$ cat config.mk
export PLATFORM = sky130hd
export DESIGN_NAME = cache_arbiter_flat
export DESIGN_NICKNAME = d
export VERILOG_FILES = /design/src/rtl/cache_arbiter_if.sv /design/src/rtl/cache_arbiter.sv /design/src/flat_wrapper.sv
export SDC_FILE = /design/constraint.sdc
export NUM_CORES = 1
export LEC_CHECK = 0
export ABC_AREA = 1
export CAP_MARGIN = 20
export CORE_AREA = 2 2 270 272
export DETAILED_ROUTE_END_ITERATION = 6
export DIE_AREA = 0 0 272 274
export PLACE_DENSITY_LB_ADDON = 0.3
export REMOVE_ABC_BUFFERS = 1
export SETUP_SLACK_MARGIN = 0.5
export SYNTH_ARGS = -nofsm -noshare
export SYNTH_HDL_FRONTEND = slang
export SYNTH_SLANG_ARGS = --single-unit
$ cat constraint.sdc
create_clock -name clk -period 2.22 [get_ports clk]
set_input_delay 0.333 -clock clk [delete_from_list [all_inputs] [get_ports clk]]
set_output_delay 0.333 -clock clk [all_outputs]
set_load 0.05 [all_outputs]
$ cat src/rtl/cache_arbiter_if.sv
// cache_arbiter_if: miss-path bus shared by the I-cache, the D-cache and the
// single L2/memory port. The slave modport is the arbiter's view. The master
// modport is the view of the caches and memory around it.
interface cache_arbiter_if #(
   parameter int ADDR_WIDTH = 16,
   parameter int LINE_WIDTH = 128
);
   logic                  i_read;
   logic [ADDR_WIDTH-1:0] i_address;
   logic [LINE_WIDTH-1:0] i_rdata;
   logic                  i_resp;

   logic                  d_read;
   logic                  d_write;
   logic [ADDR_WIDTH-1:0] d_address;
   logic [LINE_WIDTH-1:0] d_wdata;
   logic [LINE_WIDTH-1:0] d_rdata;
   logic                  d_resp;

   logic                  l2_read;
   logic                  l2_write;
   logic [ADDR_WIDTH-1:0] l2_address;
   logic [LINE_WIDTH-1:0] l2_wdata;
   logic [LINE_WIDTH-1:0] l2_rdata;
   logic                  l2_resp;

   modport slave (
      input  i_read, i_address, d_read, d_write, d_address, d_wdata,
             l2_rdata, l2_resp,
      output i_rdata, i_resp, d_rdata, d_resp,
             l2_read, l2_write, l2_address, l2_wdata
   );

   modport master (
      output i_read, i_address, d_read, d_write, d_address, d_wdata,
             l2_rdata, l2_resp,
      input  i_rdata, i_resp, d_rdata, d_resp,
             l2_read, l2_write, l2_address, l2_wdata
   );
endinterface

$ cat src/rtl/cache_arbiter.sv
// cache_arbiter: shares one L2/memory port between the I-cache and D-cache
// miss paths. Only one line fill or writeback is outstanding at a time, and each
// completion is routed back to the cache that owns it.
// Optional feature macro: CACHE_ARB_ROUND_ROBIN_EN. When it is defined, the
// arbiter alternates grants when both sides request. When it is undefined, the
// arbiter uses fixed D-over-I priority.
module cache_arbiter #(
   parameter int ADDR_WIDTH = 16,
   parameter int LINE_WIDTH = 128
) (
   input  logic              clk,
   input  logic              rst_n,
   cache_arbiter_if.slave    bus,
   output logic              arb_busy
);

   typedef enum logic [1:0] {
      IDLE    = 2'd0,
      SERVE_I = 2'd1,
      SERVE_D = 2'd2
   } state_t;

   state_t                state_q;
   logic                  l2Read_q;
   logic                  l2Write_q;
   logic                  arbBusy_q;
   logic [ADDR_WIDTH-1:0] l2Address_q;
   logic [LINE_WIDTH-1:0] l2Wdata_q;
   logic [LINE_WIDTH-1:0] iRdata_q;
   logic [LINE_WIDTH-1:0] dRdata_q;

   logic                  dReq;
   logic                  iReq;
   logic                  grantD_d;
   logic                  grantI_d;
   logic                  iDone;
   logic                  dDone;

`ifdef CACHE_ARB_ROUND_ROBIN_EN
   // 1 means D was granted last, 0 means I was granted last
   logic                  lastOwner_q;

   // Grant decision: on a tie, grant the side that was not served last
   always_comb begin
      dReq     = bus.d_read | bus.d_write;
      iReq     = bus.i_read;
      grantD_d = dReq & (~iReq | ~lastOwner_q);
      grantI_d = iReq & ~grantD_d;
   end

   // Track which side received the most recent grant
   always_ff @(posedge clk or negedge rst_n) begin
      if (!rst_n) begin
         lastOwner_q <= 1'b0;
      end else if (state_q == IDLE) begin
         if (grantD_d) begin
            lastOwner_q <= 1'b1;
         end else if (grantI_d) begin
            lastOwner_q <= 1'b0;
         end
      end
   end
`else
   // Grant decision: the D-cache always wins, and I waits for a D-free IDLE cycle
   always_comb begin
      dReq     = bus.d_read | bus.d_write;
      iReq     = bus.i_read;
      grantD_d = dReq;
      grantI_d = iReq & ~dReq;
   end
`endif

   // Completion is only recognised while a transfer is in flight
   always_comb begin
      iDone = (state_q == SERVE_I) && bus.l2_resp;
      dDone = (state_q == SERVE_D) && bus.l2_resp;
   end

   // Serving FSM: latch the owner's command at grant, hold it until l2_resp, then pass through one IDLE bubble
   always_ff @(posedge clk or negedge rst_n) begin
      if (!rst_n) begin
         state_q     <= IDLE;
         l2Read_q    <= 1'b0;
         l2Write_q   <= 1'b0;
         arbBusy_q   <= 1'b0;
         l2Address_q <= '0;
         l2Wdata_q   <= '0;
      end else begin
         case (state_q)
            IDLE: begin
               if (grantD_d) begin
                  state_q     <= SERVE_D;
                  l2Read_q    <= ~bus.d_write;
                  l2Write_q   <= bus.d_write;
                  l2Address_q <= bus.d_address;
                  l2Wdata_q   <= bus.d_wdata;
                  arbBusy_q   <= 1'b1;
               end else if (grantI_d) begin
                  state_q     <= SERVE_I;
                  l2Read_q    <= 1'b1;
                  l2Write_q   <= 1'b0;
                  l2Address_q <= bus.i_address;
                  l2Wdata_q   <= '0;
                  arbBusy_q   <= 1'b1;
               end
            end
            SERVE_I, SERVE_D: begin
               if (bus.l2_resp) begin
                  state_q   <= IDLE;
                  l2Read_q  <= 1'b0;
                  l2Write_q <= 1'b0;
                  arbBusy_q <= 1'b0;
               end
            end
            default: begin
               state_q   <= IDLE;
               l2Read_q  <= 1'b0;
               l2Write_q <= 1'b0;
               arbBusy_q <= 1'b0;
            end
         endcase
      end
   end

   // Remember each side's last fill data so the non-owner's rdata holds steady
   always_ff @(posedge clk or negedge rst_n) begin
      if (!rst_n) begin
         iRdata_q <= '0;
         dRdata_q <= '0;
      end else begin
         if (iDone) begin
            iRdata_q <= bus.l2_rdata;
         end
         if (dDone) begin
            dRdata_q <= bus.l2_rdata;
         end
      end
   end

   assign bus.l2_read    = l2Read_q;
   assign bus.l2_write   = l2Write_q;
   assign bus.l2_address = l2Address_q;
   assign bus.l2_wdata   = l2Wdata_q;
   assign bus.i_resp     = iDone;
   assign bus.d_resp     = dDone;
   assign bus.i_rdata    = iDone ? bus.l2_rdata : iRdata_q;
   assign bus.d_rdata    = dDone ? bus.l2_rdata : dRdata_q;
   assign arb_busy       = arbBusy_q;

`ifndef SYNTHESIS
   // A D-side read and write raised together during service is a protocol error; it is served as a write
   dualRequestCheck: assert property (
      @(posedge clk) disable iff (!rst_n)
      (state_q == SERVE_D) |-> !(bus.d_read && bus.d_write)
   );
`endif

endmodule

$ cat src/flat_wrapper.sv
// flat-port wrapper written by rule: the top's interface ports become plain ports
module cache_arbiter_flat 
#(
   parameter int ADDR_WIDTH = 16,
   parameter int LINE_WIDTH = 128
)
  (clk, rst_n, arb_busy, bus_i_read, bus_i_address, bus_d_read, bus_d_write, bus_d_address, bus_d_wdata, bus_l2_rdata, bus_l2_resp, bus_i_rdata, bus_i_resp, bus_d_rdata, bus_d_resp, bus_l2_read, bus_l2_write, bus_l2_address, bus_l2_wdata);
  cache_arbiter_if #(.ADDR_WIDTH(ADDR_WIDTH), .LINE_WIDTH(LINE_WIDTH)) bus_i ();
  input  logic clk;
  input  logic rst_n;
  output logic arb_busy;
  input wire logic [$bits(bus_i.i_read)-1:0] bus_i_read;
  input wire logic [$bits(bus_i.i_address)-1:0] bus_i_address;
  input wire logic [$bits(bus_i.d_read)-1:0] bus_d_read;
  input wire logic [$bits(bus_i.d_write)-1:0] bus_d_write;
  input wire logic [$bits(bus_i.d_address)-1:0] bus_d_address;
  input wire logic [$bits(bus_i.d_wdata)-1:0] bus_d_wdata;
  input wire logic [$bits(bus_i.l2_rdata)-1:0] bus_l2_rdata;
  input wire logic [$bits(bus_i.l2_resp)-1:0] bus_l2_resp;
  output wire logic [$bits(bus_i.i_rdata)-1:0] bus_i_rdata;
  output wire logic [$bits(bus_i.i_resp)-1:0] bus_i_resp;
  output wire logic [$bits(bus_i.d_rdata)-1:0] bus_d_rdata;
  output wire logic [$bits(bus_i.d_resp)-1:0] bus_d_resp;
  output wire logic [$bits(bus_i.l2_read)-1:0] bus_l2_read;
  output wire logic [$bits(bus_i.l2_write)-1:0] bus_l2_write;
  output wire logic [$bits(bus_i.l2_address)-1:0] bus_l2_address;
  output wire logic [$bits(bus_i.l2_wdata)-1:0] bus_l2_wdata;
  assign bus_i.i_read = bus_i_read;
  assign bus_i.i_address = bus_i_address;
  assign bus_i.d_read = bus_d_read;
  assign bus_i.d_write = bus_d_write;
  assign bus_i.d_address = bus_d_address;
  assign bus_i.d_wdata = bus_d_wdata;
  assign bus_i.l2_rdata = bus_l2_rdata;
  assign bus_i.l2_resp = bus_l2_resp;
  assign bus_i_rdata = bus_i.i_rdata;
  assign bus_i_resp = bus_i.i_resp;
  assign bus_d_rdata = bus_i.d_rdata;
  assign bus_d_resp = bus_i.d_resp;
  assign bus_l2_read = bus_i.l2_read;
  assign bus_l2_write = bus_i.l2_write;
  assign bus_l2_address = bus_i.l2_address;
  assign bus_l2_wdata = bus_i.l2_wdata;
  cache_arbiter #(.ADDR_WIDTH(ADDR_WIDTH), .LINE_WIDTH(LINE_WIDTH)) u_core (.clk(clk), .rst_n(rst_n), .bus(bus_i), .arb_busy(arb_busy));
endmodule
* Word level (Yosys, flattened, before mapping)
Index checks and enable logic that the tools add are counted.
** Word-level totals
- Output and inout port bits :: 405
- Word-level logic and storage cells :: 42
- Bits of input ports :: 294
- Bits in registers :: 405
** Operators by class
- Multiplexer cells :: 19
- Equality and inequality tests :: 4
- Reduce and logical (&&, ||, !) cells :: 7
- Bitwise operators :: 4
** Operators by type and width (number)
- 128-bit two-way mux :: 4
- 16-bit two-way mux :: 2
- 1-bit two-way mux :: 6
- 2-bit two-way mux :: 3
- 1-bit one-hot mux with 2 select lines :: 3
- 2-bit one-hot mux with 2 select lines :: 1
- 2-bit AND reduction :: 2
- 3-bit by 1-bit inequality test with 1-bit output, second input constant :: 1
- 2-bit by 1-bit equality test with 1-bit output, second input constant :: 1
- 2-bit equality test, second input constant :: 1
- 1-bit logical AND :: 2
- 2-bit zero test :: 1
- 2-bit inequality test, second input constant :: 1
- 1-bit NOT :: 2
- 2-bit nonzero test :: 1
- 2-bit OR reduction :: 1
- 1-bit bitwise AND :: 1
- 1-bit bitwise OR :: 1

* Logic depth before layout (Yosys ltp)
- Word-level depth :: 6
- Depth in mapped cells :: 9

* Least setup slack after synthesis
OpenSTA, ideal clock, no wires.
- Kind :: reg-to-output
- Start :: register u_core.state_q[0]
- End :: output bus_d_rdata[100]
- Path buffers :: 2
- Data arrival time :: 2.137 ns
- Path slack :: -0.250 ns
- Cell stages (with the launch flop) :: 7
- Cells stage by stage :: dfrtp_1 > inv_1 > ha_1 > nand2_1 > buf_2 > clkbuf_1 > o21ai_0
** On the way
- Cells in the longest elaborated chain, start to end :: 3
** Ends and longest elaborated chain
- from (decl) :: line cache_arbiter.sv:23 : state_t state_q;
- from (signal assigned) :: line cache_arbiter.sv:82 : state_q <= IDLE;
- from (signal assigned) :: line cache_arbiter.sv:92 : state_q <= SERVE_D;
- from (signal assigned) :: line cache_arbiter.sv:99 : state_q <= SERVE_I;
- 2-bit equality test :: line cache_arbiter.sv:76 : dDone = (state_q == SERVE_D) && bus.l2_resp;
- 1-bit logical AND :: line cache_arbiter.sv:76
- 128-bit two-way mux :: line cache_arbiter.sv:147 : assign bus.d_rdata = dDone ? bus.l2_rdata : dRdata_q;
- to (decl) :: line flat_wrapper.sv:22 : output wire logic [$bits(bus_i.d_rdata)-1:0] bus_d_rdata;
Every way passes these cells.

* Worst setup path after layout
- Start :: register u_core.state_q[1]
- End :: output bus_i_rdata[23]
** On the way
- Cells in the longest elaborated chain, start to end :: 3
** Ends and longest elaborated chain
- 2-bit by 1-bit equality test with 1-bit output :: line cache_arbiter.sv:75 : iDone = (state_q == SERVE_I) && bus.l2_resp;
- 1-bit logical AND :: line cache_arbiter.sv:75
- 128-bit two-way mux :: line cache_arbiter.sv:146 : assign bus.i_rdata = iDone ? bus.l2_rdata : iRdata_q;
- to (decl) :: line flat_wrapper.sv:20 : output wire logic [$bits(bus_i.i_rdata)-1:0] bus_i_rdata;
Every way passes these cells.

==> summary.txt <==
Run status
  • Status: complete, but fails checks
  • Failing checks: negative setup slack

Floorplanning
  • DIE AREA: around 0.075 mm^2
  • I/O Pins: approximately 700
  • Initial core utilization: 0.221
  • Die span in x: about 270 um
  • Core ar.: 0.0720 mm^2
  • Die Span Y: around 270 um
  • Count of standard-cell rows: between 90 and 100

Logic synthesis
  • Synth warn: 0
  • Adder-Cell Fraction of Synth Area: 0.00236
  • Xor/xnor share of the synthesized area: 0
  • Synth Area in Compound Gates: 0.0807
  • Average cell area after synthesis: 9.52 um^2
  • Cells after Synth: between 1500 and 2000
  • Mux contribution to synthesized area: 0
  • Post-synthesis register bit count: ~410
  • Post-synthesis cell area: ~0.016 mm^2
  • Largest family of logic cells by synthesized area: simple AND/OR/NAND/NOR gates
  • Netlist cell types: 17
  • Simple-Gate Fraction of Synth Area: 0.213
  • Seq/Total Area, Yosys: 0.638

Route
  • Pre-antenna DRT Iters: 5
  • DRC errors left: 0
  • Average wire per standard cell: roughly 18 um
  • DRT antenna net count: 0
  • Vias: 14800
  • Vias per std cell: 4.19
  • Initial DRC count: 711
  • Total Wirelength: about 63 mm

STA
  • Final hold slack: between 0.2 and 0.3 ns
  • Max-slew violations: 0
  • Post-Route Setup TNS: -66.81 ns
  • Final setup vio count: ~260
  • Setup ws final: -0.434 ns
  • Skew final: ~0.024 ns
  • RSZ-0062 raised after global routing: yes
  • Least-Margin Pin Slew: 0.634 ns
  • Hold Vio Cnt, Final: 0
  • Period Utilization, post-route: 1.20
  • Fin crit period: 2.65 ns
  • Relative slew slack: 0.576
  • Max Freq: ~380 MHz

Critical path
  • Worst r2r src: u_core.state_q[0]
  • Crit Reg-Reg Endpoint: u_core.bus.l2_wdata[36]
  • Worst-path maximum fanout: 14
  • Critical path launch point type: flop
  • R2R Setup Slk: roughly 0.28 ns
  • CP Cell Sequence: inv_2 > ha_4 > nand2_4 > buf_12 > clkbuf_16 > clkbuf_16 > o21ai_1 > buf_4 > buf_12
  • CP Class: flop to output pin
  • CP max stage cell: dfrtp_1
  • Slowest stage delay, CP: approximately 0.4 ns
  • CP Capture Type: output pin
  • CP arrival: 2.32 ns
  • R2r worst-path depth: 9
  • Req. time, crit path: roughly 1.9 ns

Global routing
  • First-pass GRT wire length: approximately 93 mm
  • Largest net degree at the start of global routing: 76
  • Initial antenna violation count: 5
  • Overflow after GRT: 0
  • Total GRT Usage: 0.159
  • Number of global-route vias before repair: 15400

Pwr
  • Max VDD drop: 1220 uV
  • LEAKAGE: 14.8 nW
  • Tot Pwr: approximately 60 mW
  • Pwr dens: roughly 1900 mW/mm^2

Clocking
  • Clk root buf: clkbuf_16
  • CTS Buffer Depth: 3
  • CTS tree: yes
  • CTS HTree Levels: 2
  • Worst skew pair latency: 0.58 ns
  • Clock buffer count from CTS: 48
  • Total clock sinks: approximately 400
  • Worst-path clk slew: approximately 0.06 ns

Cells and area
  • P&R area growth vs syn: 93.8%
  • Fin area: 0.0308 mm^2
  • Fin nets: approximately 2800
  • Share of cells above drive strength 1: 0.292
  • Final core occ: 0.428
  • Fill cells: approximately 6700
  • Final std cells w/o fill: 3537

Place
  • Gpl congestion: 0.897
  • Placed instance area: 0.0279 mm^2
  • Worst slack, placed: -0.262 ns
  • Inst Count DP: 3421
  • HPWL after detailed placement: 45.1 mm
  • Port bufs: 698

Flow run
  • Max_cap viols: 0

Worst hold path
  • Hold Crit Class: primary input to asynchronous set/reset pin
[placed cells by master (no fill, tap or decap), types with 3 or more instances in the layout]
cell               n
bufbuf_16          3
buf_16             7
nand3_1           85
clkbuf_16         58
clkdlybuf4s50_1  429
clkbuf_8          11
o21ai_1          111
nand4_1            3
bufinv_16          8
dfrtp_1          404
o21ai_2           85
buf_8              3
inv_6              3
buf_4            181
nand3_2           60
nand2_2            4
inv_1            132
nand2_4            3
buf_12           276
clkinv_2           6
clkbuf_1          10
o21ai_0           45
o21ai_4           15
buf_6             15
nand2_1          603
nand2_8            3
inv_2              4
[how the worst max path moves through the flow]
stage | start | endpoint | slack (ns)
floorplan | u_core.state_q[0] | u_core.dRdata_q[0] | -4.04
global placement | bus_l2_resp | bus_d_rdata[19] | -0.23
detailed placement | bus_l2_resp | bus_d_rdata[11] | -0.26
CTS | u_core.state_q[1] | bus_i_rdata[23] | -0.54
global route | u_core.state_q[1] | bus_i_rdata[23] | -0.55
finish | u_core.state_q[1] | bus_i_rdata[23] | -0.43
[logic make-up after synthesis]
group           Yosys count
simple gates            762
flops                   405
compound gates          256
buf+inv                 242
fa+ha+maj                 3
[routing by layer]
metal / wire, um / global-route usage / up-vias
li1: - / - / 7030
met1: 23900 / 0.182 / 7093
met2: 31400 / 0.273 / 587
met3: 6040 / 0.0632 / 97
met4: 1740 / 0.0503 / 6
met5: 32 / 0 / -
[Yosys cell counts]
| library cell | count | share of area |
|---|---|---|
| nand2_1 | 609 | 0.14 |
| inv_2 | 3 | 0.00071 |
| buf_4 | 9 | 0.0043 |
| dfrtp_1 | 405 | 0.64 |
| clkbuf_1 | 49 | 0.012 |
| buf_6 | 8 | 0.0057 |
| ha_1 | 3 | 0.0024 |
| inv_1 | 134 | 0.032 |
| nand3_2 | 60 | 0.038 |
| nand2_4 | 3 | 0.0021 |
| nand4_1 | 3 | 0.0012 |
| buf_2 | 33 | 0.010 |
| o21ai_0 | 256 | 0.081 |
| nand2_2 | 1 | 0.00039 |
| nand3_1 | 85 | 0.027 |
| nor2_2 | 1 | 0.00039 |
| buf_1 | 6 | 0.0014 |
[critical path: cells and delay by family, from the launching register on]
kind / cells / cell delay (ns)
flip-flops: 1 / 0.39
AO/OA/AOI/OAI: 1 / 0.21
adder cells (fa/ha/maj): 1 / 0.14
buffers and inverters: 6 / 0.92
AND/OR/NAND/NOR: 1 / 0.09
[registers in the layout, indices dropped and copies added (netlist names)]
register and cells:
u_core.bus.l2_address 16, u_core.bus.l2_write 1, u_core.state_q 2, u_core.bus.l2_read 1, u_core.iRdata_q 128, u_core.arb_busy 1
u_core.bus.l2_wdata 128, u_core.dRdata_q 128
[cell type report]
type                       count  area, um^2  share of cell area
multi-input combinational   1021        5270               0.171
antenna                        2        5.00            0.000163
inverter                     137         517              0.0168
tap                          959        1200              0.0390
timing repair buffer         924       11900               0.387
clock buffer                  70        1420              0.0460
sequential                   405       10100               0.329
clock inverter                19         312              0.0101
[report_power, final]
| group | total [mW] | switching, mW | internal (mW) |
|---|---|---|---|
| sequential | 12.2 | 1.46 | 10.8 |
| clock | 8.59 | 3.24 | 5.35 |
| combinational | 37.9 | 22.2 | 15.7 |
[timing repair]
item | 4_1_cts | 5_1_grt
endpoints found under the hold margin | 37 | 0
resized for setup | 135 | 235
gates cloned | 5 | 9
buffers inserted | 3 | 7
hold buffers | 1 | 0
endpoints found under the setup margin | 555 | 692
Power figures use the tool's default switching activity.
